## src/rtl/fifo_rd_ctrl.sv

```systemverilog
// ---------------------------------------------------------------------------
// fifo_rd_ctrl
//   Read-side controller for a synchronous FIFO with 1-cycle read latency.
//   It pops words from the FIFO (rd_enb/empty/data_out) and presents them on
//   a valid/ready stream (m_valid/m_data/m_ready). A 2-entry output buffer
//   absorbs the read latency so back-to-back transfers run at 1 word/cycle.
//   A flush request discards the buffer, drains the FIFO and reports
//   completion with a single-cycle flush_done pulse.
//
// Ports
//   clk         in   rising-edge clock
//   rst         in   asynchronous active-high reset
//   rd_enb      out  FIFO pop strobe (combinational, forced low during rst)
//   data_out    in   FIFO read data, valid the cycle after rd_enb
//   empty       in   FIFO empty flag
//   m_valid     out  stream valid (buffer not empty)
//   m_data      out  stream data (buffer head)
//   m_ready     in   downstream ready
//   flush       in   flush request, acted on only while running
//   flush_done  out  1-cycle pulse when the flush has completed
//   rd_cnt      out  count of accepted words, wraps modulo 2^CNT_W
// ---------------------------------------------------------------------------
module fifo_rd_ctrl #(
  parameter int DATA_WIDTH = 8,
  parameter int CNT_W      = 16
) (
  input  logic                  clk,
  input  logic                  rst,
  output logic                  rd_enb,
  input  logic [DATA_WIDTH-1:0] data_out,
  input  logic                  empty,
  output logic                  m_valid,
  output logic [DATA_WIDTH-1:0] m_data,
  input  logic                  m_ready,
  input  logic                  flush,
  output logic                  flush_done,
  output logic [CNT_W-1:0]      rd_cnt
);

  typedef enum logic [0:0] {
    ST_RUN   = 1'b0,
    ST_FLUSH = 1'b1
  } state_t;

  localparam logic [CNT_W-1:0] CNT_ONE = CNT_W'(1);

  state_t                r_state;
  state_t                w_state_nxt;
  logic [1:0]            r_buf_cnt;
  logic                  r_inflight;
  logic [DATA_WIDTH-1:0] r_buf0;
  logic [DATA_WIDTH-1:0] r_buf1;
  logic                  r_flush_done;
  logic [CNT_W-1:0]      r_rd_cnt;

  logic                  w_pop;
  logic                  w_push;
  logic                  w_rd_enb;
  logic                  w_flush_entry;
  logic                  w_flush_done_nxt;
  logic [2:0]            w_occ_after_pop;

  assign m_valid    = (r_buf_cnt != 2'd0);
  assign m_data     = r_buf0;
  assign flush_done = r_flush_done;
  assign rd_cnt     = r_rd_cnt;
  assign w_pop      = m_valid && m_ready;
  // A word requested last cycle lands on data_out now and is written this edge.
  assign w_push     = r_inflight;
  // The FIFO is reset together with us, so never strobe it while rst is high.
  assign rd_enb     = w_rd_enb && !rst;

  // State register.
  always_ff @(posedge clk or posedge rst) begin
    if (rst) begin
      r_state <= ST_RUN;
    end else begin
      r_state <= w_state_nxt;
    end
  end

  // Next-state, pop strobe and flush completion decode.
  always_comb begin
    w_state_nxt      = r_state;
    w_rd_enb         = 1'b0;
    w_flush_entry    = 1'b0;
    w_flush_done_nxt = 1'b0;
    // Slots that stay committed after this cycle: buffered + in flight - leaving.
    w_occ_after_pop  = {1'b0, r_buf_cnt} + {2'b00, r_inflight} - {2'b00, w_pop};
    case (r_state)
      ST_RUN: begin
        w_rd_enb = !empty && (w_occ_after_pop < 3'd2);
        if (flush) begin
          w_state_nxt   = ST_FLUSH;
          w_flush_entry = 1'b1;
        end else begin
          w_state_nxt   = ST_RUN;
        end
      end
      ST_FLUSH: begin
        w_rd_enb = !empty;
        // Done only once the last requested word has come back and been dropped.
        if (empty && !r_inflight) begin
          w_state_nxt      = ST_RUN;
          w_flush_done_nxt = 1'b1;
        end else begin
          w_state_nxt      = ST_FLUSH;
        end
      end
      default: begin
        w_state_nxt = ST_RUN;
        w_rd_enb    = 1'b0;
      end
    endcase
  end

  // Read-latency tracking, completion pulse and delivered-word counter.
  always_ff @(posedge clk or posedge rst) begin
    if (rst) begin
      r_inflight   <= 1'b0;
      r_flush_done <= 1'b0;
      r_rd_cnt     <= '0;
    end else begin
      r_inflight   <= w_rd_enb;
      r_flush_done <= w_flush_done_nxt;
      if (w_pop) begin
        r_rd_cnt <= r_rd_cnt + CNT_ONE;
      end else begin
        r_rd_cnt <= r_rd_cnt;
      end
    end
  end

  // Two-entry output buffer; r_buf0 is always the head.
  always_ff @(posedge clk or posedge rst) begin
    if (rst) begin
      r_buf_cnt <= 2'd0;
      r_buf0    <= '0;
      r_buf1    <= '0;
    end else if ((r_state == ST_FLUSH) || w_flush_entry) begin
      // Everything buffered or arriving while flushing is discarded.
      r_buf_cnt <= 2'd0;
    end else begin
      case ({w_push, w_pop})
        2'b11: begin
          if (r_buf_cnt == 2'd2) begin
            r_buf0 <= r_buf1;
            r_buf1 <= data_out;
          end else begin
            r_buf0 <= data_out;
          end
        end
        2'b10: begin
          if (r_buf_cnt == 2'd0) begin
            r_buf0 <= data_out;
          end else begin
            r_buf1 <= data_out;
          end
          r_buf_cnt <= r_buf_cnt + 2'd1;
        end
        2'b01: begin
          r_buf0    <= r_buf1;
          r_buf_cnt <= r_buf_cnt - 2'd1;
        end
        default: begin
          r_buf_cnt <= r_buf_cnt;
        end
      endcase
    end
  end

endmodule

```

## config.mk

```make
export PLATFORM = sky130hd
export DESIGN_NAME = fifo_rd_ctrl
export DESIGN_NICKNAME = d
export VERILOG_FILES = /design/src/rtl/fifo_rd_ctrl.sv
export SDC_FILE = /design/constraint.sdc
export NUM_CORES = 1
export LEC_CHECK = 0
export ABC_AREA = 1
export BUFFER_PORTS_ARGS = -buffer_cell sky130_fd_sc_hd__buf_2
export CORE_MARGIN = 8
export CORE_UTILIZATION = 31
export CTS_CLUSTER_SIZE = 40
export DETAILED_ROUTE_END_ITERATION = 8
export PLACE_DENSITY_LB_ADDON = 0.08
export SKIP_LAST_GASP = 1
export SYNTH_ARGS = -nofsm -noshare
export SYNTH_HDL_FRONTEND = slang
export SYNTH_SLANG_ARGS = --single-unit
```

## constraint.sdc

```tcl
create_clock -name clk -period 6.6 [get_ports clk]
set_input_delay 0.99 -clock clk [delete_from_list [all_inputs] [get_ports clk]]
set_output_delay 0.99 -clock clk [all_outputs]
set_load 0.005 [all_outputs]
```

==> results of run 1 <==
[layout make-up]
type / instances / area share (%)
multi-input combinational: 201 / 43.3
sequential: 37 / 38.2
timing repair buffer: 41 / 8.68
tap: 77 / 3.98
clock buffer: 5 / 2.84
inverter: 18 / 2.79
clock inverter: 1 / 0.207
[layer usage]
layer	global-route usage [%]	share of wire [%]	vias to the layer above
met5	0	0	-
li1	-	-	937
met2	18.6	47	37
met4	3.38	0.94	0
met3	3.98	5.3	5
met1	14.3	47	821
[layout by cell type, fill, tap and decap left out, types with 2 or more instances in the layout]
| cell type | count |
|---|---|
| nand2_2 | 2 |
| inv_2 | 2 |
| nand3_1 | 31 |
| nor2_1 | 20 |
| o21ai_0 | 14 |
| nor2_4 | 2 |
| xnor2_1 | 5 |
| inv_1 | 16 |
| clkbuf_8 | 5 |
| nand4_1 | 10 |
| dfrtp_1 | 37 |
| a21oi_1 | 9 |
| nand2_1 | 87 |
| xor2_1 | 7 |
| buf_2 | 39 |
| ha_1 | 4 |
| buf_4 | 2 |
[registers in the layout, summed over array words and instances, names as in the netlist]
name and cells:
flush_done 1, m_data 8, r_buf1 8, r_buf_cnt 2
r_inflight 1, r_state 1, rd_cnt 16
[where the power goes]
part	leakage [nW]	internal, W	switching (W)
clock network	0.0399	0.0000695	0.0000789
logic	0.726	0.0000787	0.000108
registers	0.484	0.000289	0.0000535
[worst paths after layout]
path                         endpoint         start  depth (start not counted)  slack, ns
setup / recovery               rd_enb  r_buf_cnt[1]                         11       2.97
hold / removal              r_buf1[6]     r_buf1[6]                          2       0.50
setup reg to reg            m_data[6]  r_buf_cnt[1]                          9       4.26
hold reg to reg             r_buf1[6]     r_buf1[6]                          2       0.50
max in group asynchronous   r_buf1[2]           rst                          3       5.45
min in group asynchronous  rd_cnt[15]           rst                          3       0.82
[synth_stat cells (all sizes together)]
| cell type | count |
|---|---|
| nor2 | 23 |
| nand3 | 33 |
| and2 | 1 |
| fa | 1 |
| nand4 | 10 |
| inv | 18 |
| xnor2 | 5 |
| nand2 | 90 |
| dfrtp | 37 |
| a21oi | 9 |
| clkbuf | 4 |
| xor2 | 7 |
| buf | 1 |
| o21ai | 15 |
| ha | 4 |
| o21a | 1 |
| nor3 | 1 |
| nand3b | 1 |
[logic make-up after synthesis]
kind of cell             after synthesis
buffers and inverters                 23
adder cells (fa/ha/maj)                5
XOR/XNOR                              12
AND/OR/NAND/NOR                      159
AO/OA/AOI/OAI                         25
flip-flops                            37
[worst reg2reg max path: stages, from the launching register on]
cell and delay, ns:
dfrtp_1 0.64, inv_2 0.09, nand2_2 0.12, nand2_4 0.13, ha_1 0.37, nand2_1 0.20
nand2_1 0.24, nor2_4 0.26, nand3_1 0.16, nand2_1 0.08
[through the flow]
step | std cells | hold WS, ns | setup WS [ns]
6_report | 380 | 0.502 | 2.97
5_1_grt | 380 | 0.529 | 2.68
4_1_cts | 380 | 0.507 | 2.93
3_5_place_dp | 374 | 0.489 | 3.00
3_3_place_gp | 374 | 0.484 | 3.01
2_1_floorplan | 261 | 0.464 | 3.32
==> out/qor.yml, run 1 <==
run_status:
  status: "completed"
synth:
  synthMuxAreaShare_pct: 0
  yosysSeqAreaShare_pct: 44.9
  synth.avg_cell_area_um2: 7.91
  ys_ff_latch: 37
  yosys_warnings: 0
  synth_xor_area_share_pct: 5.09
  yosys.area_share.simple_pct: 35.5
  syn-num-nets: 279
  synth-compound-area-share_pct: 6.79
  synth_top_area_cell: "dfrtp_1"
  netlist_top_cells_area: "dfrtp_1 (45%), nand2_1 (16%), nand3_1 (7.5%)"
  synth_fa_ha_area_share_pct: 3.40
  synth_top_family_by_area: "simple AND/OR/NAND/NOR gates"
  synth_top_area_share_pct: 44.9
  syn_inst: 261
  synth_area_um2: 2060
  ys_types: 26
timing:
  finalCriticalPeriod_ns: 3.63
  rsz0062_at_grt: "no"
  worst_pin_slew_ns: 0.493
  hold_viol: 0
  slew_violations: 0
  fin_crit_sh_pct: 55.0
  max_freq_ghz: 0.276
  setup_viol: 0
  finClkSkew_ns: 0.00450
  slew_headroom_pct: 67.1
  fin_tns_setup_ns: 0
setup_path:
  worst_path_largest_cell_delay_ns: 0.64
  worstPathArrival_ns: 2.64
  crit_top_cell: "nand2_1"
  cp_slowest_cell: "dfrtp_1"
  startpoint_type: "flop"
  cp-end-kind: "primary output"
  worst-path-buf-inv: 2
  crit_required_ns: 5.61
  crit_chain: "inv_2, nand2_2, nand2_4, ha_1, nand2_1, fa_1, xnor2_1, nand2_1, a21oi_1, and2_1, buf_2"
  cp_top_family: "adder cells"
  path_class: "reg -> out"
  cp_max_fo: 13
clock_tree:
  numCtsBuffers: 5
  cts_hold_buffers: 0
  cts_max_path_buffers: 2
  clk_latency_ns: 0.29
  cts_root_buf: "clkbuf_8"
  cts_tree: "built"
  h-tree-depth: 2
  postCtsSetupBuffers: 0
  cts.clk_slew.worst_paths_ns: 0.07
  cts.repair.resized: 0
  cts.sinks: 37
floorplan:
  die_w_um: 97.6
  rows: 29
  initial_core_util_pct: 32.3
  fp.dieH_um: 97.6
  core_area_um2: 6390
  dieArea_um2: 9520
  ios: 40
route:
  dr.pass1.iters: 4
  vias_per_cell: 4.74
  ant_nets: 0
  initialDrtViolationCount: 90
  avgRoutedWirePerCell_um: 13.8
  vias: 1800
  wl_mm: 5.23
  drc: 0
placed_design:
  dp_hpwl_mm: 3.91
  io_buffers: 39
  finalWeightedCongestion: 0.789
  place_area_um2: 2350
grt:
  grt_max_degree: 39
  gr-total-overflow: 0
  grt_antenna_before_repair: 0
  grt_usage_pct: 11.6
  grt_pass1_wl_mm: 9.23
  grt_pass1_vias: 1880
layout:
  regArea_um2: 926
  multi_input_area_um2: 1050
  design_area_um2: 2420
  utilization_pct: 37.9
  antenna_cells: 0
  drive_gt1_share_pct: 19.5
  area_delta_synth_final_pct: 17.3
  nFillCells: 690
  nets: 322
power_and_ir_drop:
  leakagePower_nw: 1.25
  peakVddDrop_mv: 0.0917
  powerDensity_nw_per_um2: 280
  p_total_w: 0.000677
min_path:
  hold_path_class: "reg -> reg"
flow_run:
  maxCapViolCount: 0
Power figures use the tool's default switching activity.
==> inputs of run 2 (changes only) <==
ABC_AREA = 0   (was 1)
clock period = 3.25 ns   (was 6.6 ns; I/O delays follow)
==> run 2 against run 1 <==
Net effect:
- via count is 22% lower
- clock power is 110% higher
- flip-flop and latch count stayed put
==> out/qor.yml, run 2 <==
synth:
  yosys_warnings: 0
  synthMuxAreaShare_pct: 10.9
  synth_top_area_cell: "dfrtp_1"
  syn_inst: 178
  synth_ff_type: "dfrtp_1"
  synth_edf_count: 0
  ys_ff_latch: 37
  yosys.area_share.simple_pct: 15.5
  synth.avg_cell_area_um2: 10.4
  syn-num-nets: 196
  synth_top_area_share_pct: 49.9
  ys_types: 28
  synth-compound-area-share_pct: 8.03
  synth_xor_area_share_pct: 8.50
  yosysSeqAreaShare_pct: 49.9
  yosysMostFrequentCell: "dfrtp_1"
  synth_top_family_by_area: "simple AND/OR/NAND/NOR gates"
  netlist_top_cells_area: "dfrtp_1 (50%), mux2_2 (10%), xnor2_1 (7.1%)"
  synth_common_cells: "dfrtp_1 (37), nand2_1 (32), mux2_2 (17)"
  synth_fa_ha_area_share_pct: 3.78
  synth_area_um2: 1850
  postSynth.asyncResetShare_pct: 100
placed_design:
  place_inst: 289
  place_area_um2: 2130
  finalWeightedCongestion: 0.809
  io_buffers: 39
  dp_hpwl_mm: 3.00
clock_tree:
  cts.sinks: 37
  cts_root_buf: "clkbuf_8"
  postCtsSetupBuffers: 0
  cts.clk_slew.worst_paths_ns: 0.07
  clk_latency_ns: 0.28
  cts_tree: "built"
  cts.repair.resized: 0
  cts_hold_buffers: 0
  h-tree-depth: 2
  numCtsBuffers: 5
  cts_max_path_buffers: 2
setup_path:
  startpoint_type: "flop"
  r2r_cells: 6
  r2r_end: "r_buf1[0]"
  r2r_slack_ns: 0.85
  cp-end-kind: "primary output"
  crit_required_ns: 2.76
  path_class: "reg -> out"
  r2r_start: "r_buf_cnt[1]"
  worstPathArrival_ns: 2.27
  cp_max_fo: 8
route:
  dr.pass1.iters: 4
  drc: 0
  ant_nets: 0
  initialDrtViolationCount: 25
  wl_mm: 4.09
  vias_per_cell: 4.74
  vias: 1402
  avgRoutedWirePerCell_um: 13.8
timing:
  slew_headroom_pct: 50.7
  worst_pin_slew_ns: 0.734
  finClkSkew_ns: 0.00180
  fin_tns_setup_ns: 0
  hold_viol: 0
  fin_crit_sh_pct: 84.8
  max_freq_ghz: 0.363
  finalCriticalPeriod_ns: 2.76
  rsz0062_at_grt: "no"
  slew_violations: 0
  setup_viol: 0
layout:
  nets: 239
  layout.cells.non_filler: 296
  layout_commonest_cell: "buf_2"
  antenna_cells: 0
  design_area_um2: 2220
  drive_gt1_share_pct: 30.8
  area_delta_synth_final_pct: 19.5
  largest_reg_flops: 16
  final_cell_mix: "buf_2 (39), dfrtp_1 (37), nand2_1 (32)"
grt:
  grt_usage_pct: 10.0
  grt_max_degree: 38
  grt_pass1_vias: 1405
  gr-total-overflow: 0
  grt_pass1_wl_mm: 6.86
  grt_antenna_before_repair: 0
floorplan:
  rows: 28
  core_area_um2: 5850
  initial_core_util_pct: 31.7
  ios: 40
  die_w_um: 93.3
  dieArea_um2: 8710
  fp.dieH_um: 93.3
min_path:
  hold_path_class: "in -> async"
run_status:
  status: "completed"
power_and_ir_drop:
  leakagePower_nw: 1.11
  peakVddDrop_mv: 0.230
  powerDensity_nw_per_um2: 596
flow_run:
  maxCapViolCount: 0
run 2: cell count changes after synthesis, moves of 3 or more:
cell	previous run	this run
nand2_1	87	32
xnor2_1	5	15
nand4_1	10	3
and3_1	0	3
o31ai_1	0	7
nand3_1	31	7
o21ai_0	14	1
inv_1	16	5
mux2_2	0	17
nor2_1	20	15
xor2_1	7	3
run 2: layer usage:
layer  share of wire, %  global-route usage [%]  wire length, µm
met1                 42                    11.0             1720
met2                 49                    16.2             1990
met3                7.3                    4.17              300
met4                2.0                    5.37               81
met5                  0                       0                0
run 2: stage by stage:
step / hold slack, ns / utilization [%] / power, W / worst slack, ns
6_report: 0.324 / 37.9 / 0.00132 / 0.495
5_1_grt: 0.364 / 37.9 / 0.00143 / 0.258
4_1_cts: 0.331 / 37.9 / 0.00135 / 0.462
3_5_place_dp: 0.468 / 36.4 / 0.00102 / 0.758
3_3_place_gp: 0.458 / 36.4 / 0.00101 / 0.798
2_1_floorplan: 0.463 / - / 0.000874 / 0.300
run 2: layout make-up:
type	instances	area, µm²
Clock buffer	7	86.3
Sequential cell	37	926
Tap cell	75	93.8
Timing Repair Buffer	43	225
Inverter	5	18.8
Multi-Input combinational cell	129	866
Fill cell	601	3630
run 2: power by group:
part | switching [W] | internal [W] | total (W) | leakage, nW
clock network | 0.000149 | 0.000168 | 0.000317 | 0.0443
registers | 0.0000909 | 0.000577 | 0.000668 | 0.488
logic | 0.000160 | 0.000175 | 0.000335 | 0.581
run 2: cell families (layout without fill, tap and decap cells):
family,count (synthesis),after routing
and+or+nand+nor,66,66
DFF,37,37
AOI/OAI and AO/OA,22,22
xor gates and xnor gates,18,18
muxes,18,18
buffers and inverters,12,55
adders and majority gates,5,5
run 2: critical path: stages, from the launching register on:
cell and delay, ns:
dfrtp_1 0.52, o21ai_1 0.17, ha_1 0.33, nand2_1 0.07
fa_1 0.39, xnor2_1 0.13, a21oi_1 0.20, nor3_1 0.06
buf_2 0.12
run 2: worst max path at each step:
stage	from	endpoint	slack [ns]	cells after the start
2_1_floorplan	r_buf_cnt[1]	rd_enb	0.30	10
3_3_place_gp	m_ready	rd_enb	0.80	9
3_5_place_dp	m_ready	rd_enb	0.76	9
4_1_cts	r_buf_cnt[1]	rd_enb	0.46	8
5_1_grt	r_buf_cnt[1]	rd_enb	0.26	8
6_report	r_buf_cnt[1]	rd_enb	0.49	8
==> inputs of run 3 (changes only) <==
clock period = 2.4 ns   (was 3.25 ns; I/O delays follow)
==> run 3 against run 2 <==
Net effect:
- combinational power increased by 48%
- hold slack got worse by 0.14 ns
- core utilization increased by 2.8 points
- non-clock buffer count increased by 8
- sequential share of layout area decreased by 2.9 points
- clock-buffer cell count decreased by 2
- setup slack got worse by 0.42 ns
- highest routed layer unchanged
==> out/qor.yml, run 3 (same netlist as run 2, synthesis figures left out) <==
timing:
  worst_pin_slew_ns: 0.560
  slew_headroom_pct: 62.7
  hold_viol: 0
  max_freq_ghz: 0.430
  finalCriticalPeriod_ns: 2.33
  setup_viol: 0
  fin_crit_sh_pct: 97.0
  finClkSkew_ns: 0.00860
  slew_violations: 0
grt:
  grt_pass1_vias: 1577
  grt_usage_pct: 11.1
  grt_antenna_before_repair: 0
  grt_max_degree: 38
  grt_pass1_wl_mm: 7.66
  gr-total-overflow: 0
floorplan:
  ios: 40
  die_w_um: 93.3
  dieArea_um2: 8710
  initial_core_util_pct: 31.7
  core_area_um2: 5850
  rows: 28
  fp.dieH_um: 93.3
layout:
  drive_gt1_share_pct: 37.4
  design_area_um2: 2380
  nFillCells: 578
  layout_commonest_cell: "buf_2"
  layout.cells.non_filler: 305
  final_cell_mix: "buf_2 (39), dfrtp_1 (37), nand2_1 (31)"
  area_delta_synth_final_pct: 28.3
  nets: 247
  largest_reg_flops: 16
  antenna_cells: 0
power_and_ir_drop:
  p_total_w: 0.00205
  leakagePower_nw: 1.19
  peakVddDrop_mv: 0.326
  powerDensity_nw_per_um2: 860
setup_path:
  worstPathArrival_ns: 1.97
  cp_top_family: "adder cells"
  worst_path_largest_cell_delay_ns: 0.43
  path_class: "reg -> out"
  worst-path-buf-inv: 1
  cp-end-kind: "primary output"
  cp_slowest_cell: "fa_2"
  startpoint_type: "flop"
  cp_max_fo: 2
  crit_chain: "o21ai_4, ha_4, nand2_4, fa_2, a21oi_2, nor3_2, buf_2"
  crit_required_ns: 2.04
placed_design:
  finalWeightedCongestion: 0.807
  place_inst: 293
  io_buffers: 39
  place_area_um2: 2200
  dp_hpwl_mm: 3.17
min_path:
  hold_path_class: "in -> async"
route:
  ant_nets: 0
  wl_mm: 4.52
  vias_per_cell: 4.76
  avgRoutedWirePerCell_um: 14.8
  drc: 0
  vias: 1453
  initialDrtViolationCount: 61
  dr.pass1.iters: 4
clock_tree:
  clk_latency_ns: 0.29
  cts_max_path_buffers: 2
  cts_tree: "built"
  cts_root_buf: "clkbuf_8"
  h-tree-depth: 2
  cts.sinks: 37
  numCtsBuffers: 5
  cts.clk_slew.worst_paths_ns: 0.08
flow_run:
  maxCapViolCount: 0
run_status:
  status: "completed"
[run 3: changes by cell type in the layout (fill, tap and decap cells not counted), sizes merged]
cell,before,now
clkbuf,7,5
bufinv,0,2
buf,43,51
clkinv,0,1
[run 3: worst register-to-register path, cell delays in order, from the launching register on]
cell      delay, ns
dfrtp_1        0.42
buf_4          0.14
buf_4          0.16
or2_4          0.24
a2111o_1       0.66
o31ai_1        0.33
[run 3: cell type report]
class,instances,area (µm²),share of cell area [%]
clock inverter,3,65.1,2.73
clock buffer,5,68.8,2.89
inverter,5,18.8,0.789
multi-input combinational,129,918,38.6
tap,75,93.8,3.94
timing repair buffer,51,289,12.1
sequential,37,926,38.9
[run 3: timing repair]
action	in CTS	in global routing
gates cloned	0	0
setup endpoints to repair	1	1
setup buffers	1	3
gates resized for setup	2	1
pin swaps	3	6
hold buffers	0	0
[run 3: report_power, final]
group	leakage (nW)	internal (W)	switching (W)
logic	0.637	0.000259	0.000236
registers	0.488	0.000781	0.000121
clock network	0.0681	0.000413	0.000235
[run 3: per-stage QoR]
stage                     utilization (%)  hold WS (ns)  TNS, ns  worst slack, ns
final                                40.7         0.185        0           0.0727
after global routing                 40.7         0.250  -0.0106          -0.0106
after CTS                            40.2         0.204        0           0.0108
after detailed placement             37.6         0.467        0            0.182
after global placement               37.6         0.458        0            0.212
after floorplan                         -         0.426        0          0.00208
[run 3: path summary, 6_finish.rpt]
path | cells past startpoint | endpoint | slack (ns) | startpoint
max reg2reg | 5 | m_data[7] | 0.35 | r_buf_cnt[1]
min | 3 | flush_done | 0.19 | rst
max | 7 | rd_enb | 0.07 | r_buf_cnt[1]
max in group asynchronous | 3 | r_buf1[5] | 1.87 | rst
min reg2reg | 1 | rd_cnt[15] | 0.47 | rd_cnt[15]
min in group clk | 2 | r_inflight | 0.25 | empty
[run 3: layer usage]
metal  GRT usage [%]  up-vias  wire [µm]
met1            12.3      693       1890
met3            3.61       13        311
li1                -      706          -
met5               0        -          0
met2            18.3       41       2200
met4            6.31        0        122
